`src/rtl/pipe_step_ctrl_if.sv`:
```
// Handshake and control bundle between the step sequencer, the front panel and the LCD refresh.
// The slave modport is the sequencer's view; the master modport is the view of whoever drives it.
interface pipe_step_ctrl_if #(
  parameter int unsigned CntW = 8
) ();

  logic            step_req;
  logic            run_req;
  logic [CntW-1:0] run_cnt;
  logic            brk_en;
  logic [31:0]     brk_pc;
  logic [31:0]     pc;
  logic            upd_ack;

  logic            step_en;
  logic            upd_req;
  logic            busy;
  logic            halted;
  logic [CntW-1:0] cycle_cnt;

  modport master (
    output step_req,
    output run_req,
    output run_cnt,
    output brk_en,
    output brk_pc,
    output pc,
    output upd_ack,
    input  step_en,
    input  upd_req,
    input  busy,
    input  halted,
    input  cycle_cnt
  );

  modport slave (
    input  step_req,
    input  run_req,
    input  run_cnt,
    input  brk_en,
    input  brk_pc,
    input  pc,
    input  upd_ack,
    output step_en,
    output upd_req,
    output busy,
    output halted,
    output cycle_cnt
  );

endinterface

```
`src/rtl/pipe_step_ctrl.sv`:
```
// Step sequencer for the 5-stage CPU: turns step/run buttons into one-cycle step_en pulses,
// interlocked with the LCD refresh handshake, with burst, free-run and PC breakpoint support.
module pipe_step_ctrl #(
  parameter int unsigned CntW   = 8,
  parameter int unsigned GapW   = 16,
  parameter int unsigned RunGap = 25000
) (
  input logic             clk_i,
  input logic             rst_ni,
  pipe_step_ctrl_if.slave bus_io
);

  typedef enum logic [1:0] {
    StIdle,
    StStep,
    StWaitAck,
    StGap
  } state_e;

  localparam logic [GapW-1:0] GapLoad = GapW'(RunGap - 1);

  state_e state_q, state_d;

  logic            step_prev_q;
  logic            run_prev_q;
  logic [CntW-1:0] cycle_cnt_q, cycle_cnt_d;
  logic [CntW-1:0] remaining_q, remaining_d;
  logic            free_q, free_d;
  logic            abort_q, abort_d;
  logic            halted_q, halted_d;
  logic [GapW-1:0] gap_q, gap_d;

  logic step_rise;
  logic run_rise;
  logic abort_now;
  logic brk_hit;
  logic burst_done;

  assign step_rise  = bus_io.step_req & ~step_prev_q;
  assign run_rise   = bus_io.run_req & ~run_prev_q;
  // A run edge arriving on the very cycle it matters counts as an abort already.
  assign abort_now  = abort_q | run_rise;
  assign brk_hit    = bus_io.brk_en && (bus_io.pc == bus_io.brk_pc);
  assign burst_done = !free_q && (remaining_q == '0);

  // State and datapath registers
  always_ff @(posedge clk_i or negedge rst_ni) begin
    if (!rst_ni) begin
      state_q     <= StIdle;
      step_prev_q <= 1'b0;
      run_prev_q  <= 1'b0;
      cycle_cnt_q <= '0;
      remaining_q <= '0;
      free_q      <= 1'b0;
      abort_q     <= 1'b0;
      halted_q    <= 1'b0;
      gap_q       <= '0;
    end else begin
      state_q     <= state_d;
      step_prev_q <= bus_io.step_req;
      run_prev_q  <= bus_io.run_req;
      cycle_cnt_q <= cycle_cnt_d;
      remaining_q <= remaining_d;
      free_q      <= free_d;
      abort_q     <= abort_d;
      halted_q    <= halted_d;
      gap_q       <= gap_d;
    end
  end

  // Next-state logic
  always_comb begin
    state_d = state_q;
    unique case (state_q)
      StIdle: begin
        if (run_rise || step_rise) begin
          state_d = StStep;
        end
      end
      StStep: begin
        state_d = StWaitAck;
      end
      StWaitAck: begin
        if (bus_io.upd_ack) begin
          state_d = (abort_now || brk_hit || burst_done) ? StIdle : StGap;
        end
      end
      StGap: begin
        if (abort_now) begin
          state_d = StIdle;
        end else if (gap_q == '0) begin
          state_d = StStep;
        end
      end
      default: state_d = StIdle;
    endcase
  end

  // Datapath next-state: counters, run mode and status flags
  always_comb begin
    cycle_cnt_d = cycle_cnt_q;
    remaining_d = remaining_q;
    free_d      = free_q;
    abort_d     = abort_q;
    halted_d    = halted_q;
    gap_d       = gap_q;

    unique case (state_q)
      StIdle: begin
        if (run_rise) begin
          remaining_d = bus_io.run_cnt;
          free_d      = (bus_io.run_cnt == '0);
          halted_d    = 1'b0;
        end else if (step_rise) begin
          remaining_d = CntW'(1);
          free_d      = 1'b0;
          halted_d    = 1'b0;
        end
      end
      StStep: begin
        cycle_cnt_d = cycle_cnt_q + 1'b1;
        if (!free_q) begin
          remaining_d = remaining_q - 1'b1;
        end
        if (run_rise) begin
          abort_d = 1'b1;
        end
      end
      StWaitAck: begin
        if (run_rise) begin
          abort_d = 1'b1;
        end
        if (bus_io.upd_ack) begin
          if (!abort_now && brk_hit) begin
            halted_d = 1'b1;
          end else if (!abort_now && !burst_done) begin
            gap_d = GapLoad;
          end
        end
      end
      StGap: begin
        if (run_rise) begin
          abort_d = 1'b1;
        end
        if (!abort_now && (gap_q != '0)) begin
          gap_d = gap_q - 1'b1;
        end
      end
      default: ;
    endcase

    if (state_d == StIdle) begin
      abort_d = 1'b0;
    end
  end

  // Outputs decode straight from state so reset drops upd_req asynchronously
  always_comb begin
    bus_io.step_en   = 1'b0;
    bus_io.upd_req   = 1'b0;
    bus_io.busy      = 1'b1;
    bus_io.halted    = halted_q;
    bus_io.cycle_cnt = cycle_cnt_q;
    unique case (state_q)
      StIdle:    bus_io.busy    = 1'b0;
      StStep:    bus_io.step_en = 1'b1;
      StWaitAck: bus_io.upd_req = 1'b1;
      StGap:     ;
      default:   ;
    endcase
  end

  step_not_during_req_a : assert property (
    @(posedge clk_i) disable iff (!rst_ni) bus_io.step_en |-> !bus_io.upd_req
  );

  step_single_cycle_a : assert property (
    @(posedge clk_i) disable iff (!rst_ni) bus_io.step_en |=> !bus_io.step_en
  );

  req_follows_step_a : assert property (
    @(posedge clk_i) disable iff (!rst_ni) $rose(bus_io.upd_req) |-> $past(bus_io.step_en)
  );

endmodule

```
`src/flat_wrapper.sv`:
```
// flat-port wrapper written by rule: the top's interface ports become plain ports
module pipe_step_ctrl_flat 
#(
  parameter int unsigned CntW   = 8,
  parameter int unsigned GapW   = 16,
  parameter int unsigned RunGap = 25000
)
  (clk_i, rst_ni, bus_io_step_req, bus_io_run_req, bus_io_run_cnt, bus_io_brk_en, bus_io_brk_pc, bus_io_pc, bus_io_upd_ack, bus_io_step_en, bus_io_upd_req, bus_io_busy, bus_io_halted, bus_io_cycle_cnt);
  pipe_step_ctrl_if #(.CntW(CntW)) bus_io_i ();
  input logic clk_i;
  input logic rst_ni;
  input wire logic [$bits(bus_io_i.step_req)-1:0] bus_io_step_req;
  input wire logic [$bits(bus_io_i.run_req)-1:0] bus_io_run_req;
  input wire logic [$bits(bus_io_i.run_cnt)-1:0] bus_io_run_cnt;
  input wire logic [$bits(bus_io_i.brk_en)-1:0] bus_io_brk_en;
  input wire logic [$bits(bus_io_i.brk_pc)-1:0] bus_io_brk_pc;
  input wire logic [$bits(bus_io_i.pc)-1:0] bus_io_pc;
  input wire logic [$bits(bus_io_i.upd_ack)-1:0] bus_io_upd_ack;
  output wire logic [$bits(bus_io_i.step_en)-1:0] bus_io_step_en;
  output wire logic [$bits(bus_io_i.upd_req)-1:0] bus_io_upd_req;
  output wire logic [$bits(bus_io_i.busy)-1:0] bus_io_busy;
  output wire logic [$bits(bus_io_i.halted)-1:0] bus_io_halted;
  output wire logic [$bits(bus_io_i.cycle_cnt)-1:0] bus_io_cycle_cnt;
  assign bus_io_i.step_req = bus_io_step_req;
  assign bus_io_i.run_req = bus_io_run_req;
  assign bus_io_i.run_cnt = bus_io_run_cnt;
  assign bus_io_i.brk_en = bus_io_brk_en;
  assign bus_io_i.brk_pc = bus_io_brk_pc;
  assign bus_io_i.pc = bus_io_pc;
  assign bus_io_i.upd_ack = bus_io_upd_ack;
  assign bus_io_step_en = bus_io_i.step_en;
  assign bus_io_upd_req = bus_io_i.upd_req;
  assign bus_io_busy = bus_io_i.busy;
  assign bus_io_halted = bus_io_i.halted;
  assign bus_io_cycle_cnt = bus_io_i.cycle_cnt;
  pipe_step_ctrl #(.CntW(CntW), .GapW(GapW), .RunGap(RunGap)) u_core (.clk_i(clk_i), .rst_ni(rst_ni), .bus_io(bus_io_i));
endmodule
```
`config.mk`:
```
export PLATFORM = sky130hd
export DESIGN_NAME = pipe_step_ctrl_flat
export DESIGN_NICKNAME = d
export VERILOG_FILES = /design/src/rtl/pipe_step_ctrl_if.sv /design/src/rtl/pipe_step_ctrl.sv /design/src/flat_wrapper.sv
export SDC_FILE = /design/constraint.sdc
export NUM_CORES = 1
export LEC_CHECK = 0
export CORE_MARGIN = 1.5
export CORE_UTILIZATION = 35
export DETAILED_ROUTE_END_ITERATION = 8
export GPL_TIMING_DRIVEN = 1
export PLACE_DENSITY_LB_ADDON = 0.05
export RECOVER_POWER = 50
export SLEW_MARGIN = 30
export SYNTH_ARGS = -nofsm -noshare
export SYNTH_HDL_FRONTEND = slang
export SYNTH_SLANG_ARGS = --single-unit
```
`constraint.sdc`:
```
create_clock -name clk_i -period 2.55 [get_ports clk_i]
set_input_delay 0.255 -clock clk_i [delete_from_list [all_inputs] [get_ports clk_i]]
set_output_delay 0.255 -clock clk_i [all_outputs]
set_load 0.03 [all_outputs]
```
==> summary.txt <==
Floorplanning
  – Row count: 30
  – Initial Util: 0.362
  – Core box area: roughly 6800 um^2
  – Die Height: approximately 87 um
  – Ports: 90
  – Die area: approximately 7500 um^2
  – Die Width: around 87 um

Drt
  – Wire length per cell: 14.0 um
  – Initial DRC count: 51
  – Vias post-DR: around 2300
  – DR pass1 iterations: 4
  – Remaining DRCs: 0
  – Vias per inst: 5.17
  – Final wirelength: between 6000 and 7000 um
  – Post-DRT Antenna Nets: 0

Setup path
  – Worst reg2reg endpoint: u_core.gap_q[15]$_DFFE_PN0P_
  – CP Max Fanout: 16
  – Setup slack, reg-to-reg: around 0.17 ns
  – Data required time at the worst endpoint: approximately 2.8 ns
  – Critical path's slowest cell: or4_1
  – Buf/Inv on CP: 3
  – Worst-path cell chain: inv_1 -> ha_1 -> nor4b_1 -> a211oi_1 -> buf_4 -> o2bb2ai_2 -> a31o_4 -> buf_12 -> or4_1 -> a21oi_1
  – Max incr delay on CP: 0.47 ns
  – WP data arrival: roughly 2.6 ns
  – CP endpoint kind: flip-flop
  – Worst Setup SP: u_core.remaining_q[0]$_DFFE_PN0P_
  – Top Family by Delay on Critical Path: compound AO/OA/AOI/OAI gates
  – Reg2Reg Depth: 10
  – Startpoint Class: flip-flop
  – CP Class: flip-flop to flip-flop
  – FF-to-FF Start: u_core.remaining_q[0]$_DFFE_PN0P_

GRT
  – First-pass GRT wire length: around 11000 um
  – Global Route Usage Sum: 0.180
  – Initial antenna violation count: 0
  – Total grt overflow: 0
  – Largest net degree at the start of global routing: 40
  – Vias in the first global route: ~2300

Yosys
  – Synth async-reset ratio: 1.00
  – Ys Warns: 0
  – Area contributors post-synth: dfrtp_1 (40%), xor2_1 (9.7%), o21ai_0 (3.3%)
  – Count leader, synth: dfrtp_1
  – Post-Syn Nets: 349
  – Top cells by count, synth: dfrtp_1 (39), xor2_1 (27), nor2_1 (19), nand2_1 (18), o21ai_0 (16)
  – Syn Area/Cell: 9.16 um^2
  – Synthesized area: approximately 2400 um^2
  – Area leader, netlist: dfrtp_1
  – Netlist cell types: 46
  – Number of enable flip-flop cells after synthesis: 0
  – Sequential element share of the synthesized area: 0.399
  – Mapped Cells: 267
  – Seq cells post-synth: 39
  – Top FF cell, synth: dfrtp_1
  – Synth top area share: 0.399

Placement
  – I/O Buffers: 89
  – GPL Wtd Cong: around 0.82
  – Post-DP HPWL: about 5000 um

Clock tree
  – Max Root-Sink Buffers: 2
  – CTS tree: built
  – Total clock sinks: 39
  – CTS H-tree lvls: 2
  – PostCTS Resize Cnt: 0
  – Clk root buf: clkbuf_8
  – Skew-Pair Late Insertion Delay: 0.29 ns
  – CTS clk-pin slew, worst paths: roughly 0.08 ns
  – Cts bufs inserted: 5

Min path
  – HP Class: flip-flop to flip-flop
  – Hold_sp: u_core.bus_io.cycle_cnt[7]$_DFFE_PN0P_
  – WHS Path Cells: 1
  – Hold endpoint: u_core.bus_io.cycle_cnt[7]$_DFFE_PN0P_

Timing
  – Tmin final: about 2.4 ns
  – Slew Limit Fails: 0
  – Final setup violation count: 0
  – Fmax: 421 MHz
  – Setup_tns: 0 ns
  – Clock Skews: between 0.008 and 0.009 ns
  – Final Hold Violating Endpoints: 0
  – RSZ-0062 raised after global routing: false
  – Worst-Margin Slew: ~1.0 ns
  – Relative slew slack: 0.331
  – Final period util: 0.933

Power
  – Max IR drop VDD: roughly 280 uV
  – Power Total: approximately 2.5 mW
  – PwrDens: ~700 nW/um^2
  – Leak: around 1.4 nW

Status
  – Outcome: complete, no violations

Layout
  – Share of cells above drive strength 1: 0.0652
  – Nets@finish: 449
  – Ant diodes: 0
  – Area growth from synthesis to final layout: 45.5%

Flow run
  – Max-Cap Viols: 0
==> registers in the layout, indices dropped and copies added (netlist names) <==
signal and flops:
u_core.step_prev_q 1, u_core.bus_io.halted 1, u_core.free_q 1, u_core.remaining_q 8, u_core.abort_q 1, u_core.run_prev_q 1
u_core.bus_io.cycle_cnt 8, u_core.state_q 2, u_core.gap_q 16
==> worst register-to-register path: cells and delay by family (launching register included) <==
kind | cells | cell delay (ns)
compound gates | 4 | 0.72
fa+ha+maj | 1 | 0.20
buf+inv | 3 | 0.41
simple gates | 2 | 0.61
flops | 1 | 0.38
==> layer usage <==
metal	track usage	part of all wire	vias up
met1	0.220	0.42	1058
met4	0.0396	0.0058	0
met5	0	0	-
li1	-	-	1172
met2	0.315	0.51	80
met3	0.0476	0.064	4
==> repair_timing <==
action,CTS,global route
hold buffers,0,1
hold endpoints to repair,0,39
setup buffers,0,0
==> layout by cell type (no fill, tap or decap), types with 2 or more instances in the layout <==
| cell type | instances |
|---|---|
| clkdlybuf4s50_1 | 86 |
| o21ai_0 | 16 |
| o41ai_1 | 2 |
| buf_4 | 7 |
| nor4_1 | 11 |
| a22oi_1 | 3 |
| clkbuf_8 | 5 |
| o31ai_1 | 7 |
| nor3_1 | 5 |
| or2_2 | 2 |
| a21oi_1 | 14 |
| nor2b_1 | 4 |
| ha_1 | 4 |
| o21ai_1 | 3 |
| or2_1 | 2 |
| or4_1 | 10 |
| a21o_1 | 2 |
| nor4b_1 | 2 |
| clkbuf_1 | 4 |
| dfrtp_1 | 39 |
| inv_1 | 9 |
| xor2_1 | 27 |
| a32oi_1 | 2 |
| o21a_1 | 2 |
| nand4_1 | 4 |
| inv_2 | 2 |
| nand2_1 | 18 |
| a211oi_1 | 2 |
| nand2b_1 | 8 |
| or3_1 | 8 |
| a31oi_1 | 2 |
| nand3_1 | 9 |
| xnor2_1 | 9 |
| dlygate4sd3_1 | 3 |
| nor2_1 | 19 |
==> stage by stage <==
stage / worst slack, ns / hold slack, ns / util / instances / instance area (um^2)
6_report: 0.172 / 0.477 / 0.526 / 448 / 3560
5_1_grt: 0.0471 / 0.501 / 0.526 / 448 / 3560
4_1_cts: 0.143 / 0.126 / 0.526 / 447 / 3550
3_5_place_dp: 0.0678 / 0.448 / 0.514 / 439 / 3470
3_3_place_gp: 0.106 / 0.446 / 0.514 / 439 / 3470
2_1_floorplan: 0.154 / -0.0406 / - / 267 / 2440
==> power by group <==
part | leakage [nW] | switching [mW] | internal [mW]
registers | 0.481 | 0.140 | 0.757
logic | 0.880 | 0.650 | 0.540
clock network | 0.0422 | 0.214 | 0.192
total | 1.40 | 1.00 | 1.49
==> final cells by class <==
cell class | count | area, um^2
timing repair buffer | 100 | 976
clock inverter | 1 | 5.00
tap | 80 | 100
inverter | 12 | 45.0
multi-input combinational | 209 | 1380
fill | 631 | 3200
clock buffer | 7 | 76.3
sequential | 39 | 976
==> worst max-delay path by stage <==
stage | to | cells after the start | slack [ns]
final | u_core.gap_q[15]$_DFFE_PN0P_ | 10 | 0.17
after global routing | u_core.gap_q[13]$_DFFE_PN0P_ | 9 | 0.05
after CTS | u_core.gap_q[13]$_DFFE_PN0P_ | 9 | 0.14
after detailed placement | u_core.gap_q[13]$_DFFE_PN0P_ | 8 | 0.07
after floorplan | u_core.gap_q[13]$_DFFE_PN0P_ | 9 | 0.15
after global placement | u_core.gap_q[13]$_DFFE_PN0P_ | 8 | 0.11
==> cells by family after synthesis <==
kind of cell    synth area share
compound gates             0.176
flops                      0.399
xor+xnor                   0.129
buf+inv                   0.0368
simple gates               0.239
fa+ha+maj                 0.0205
Note: power is estimated with default switching activity, not from simulation.
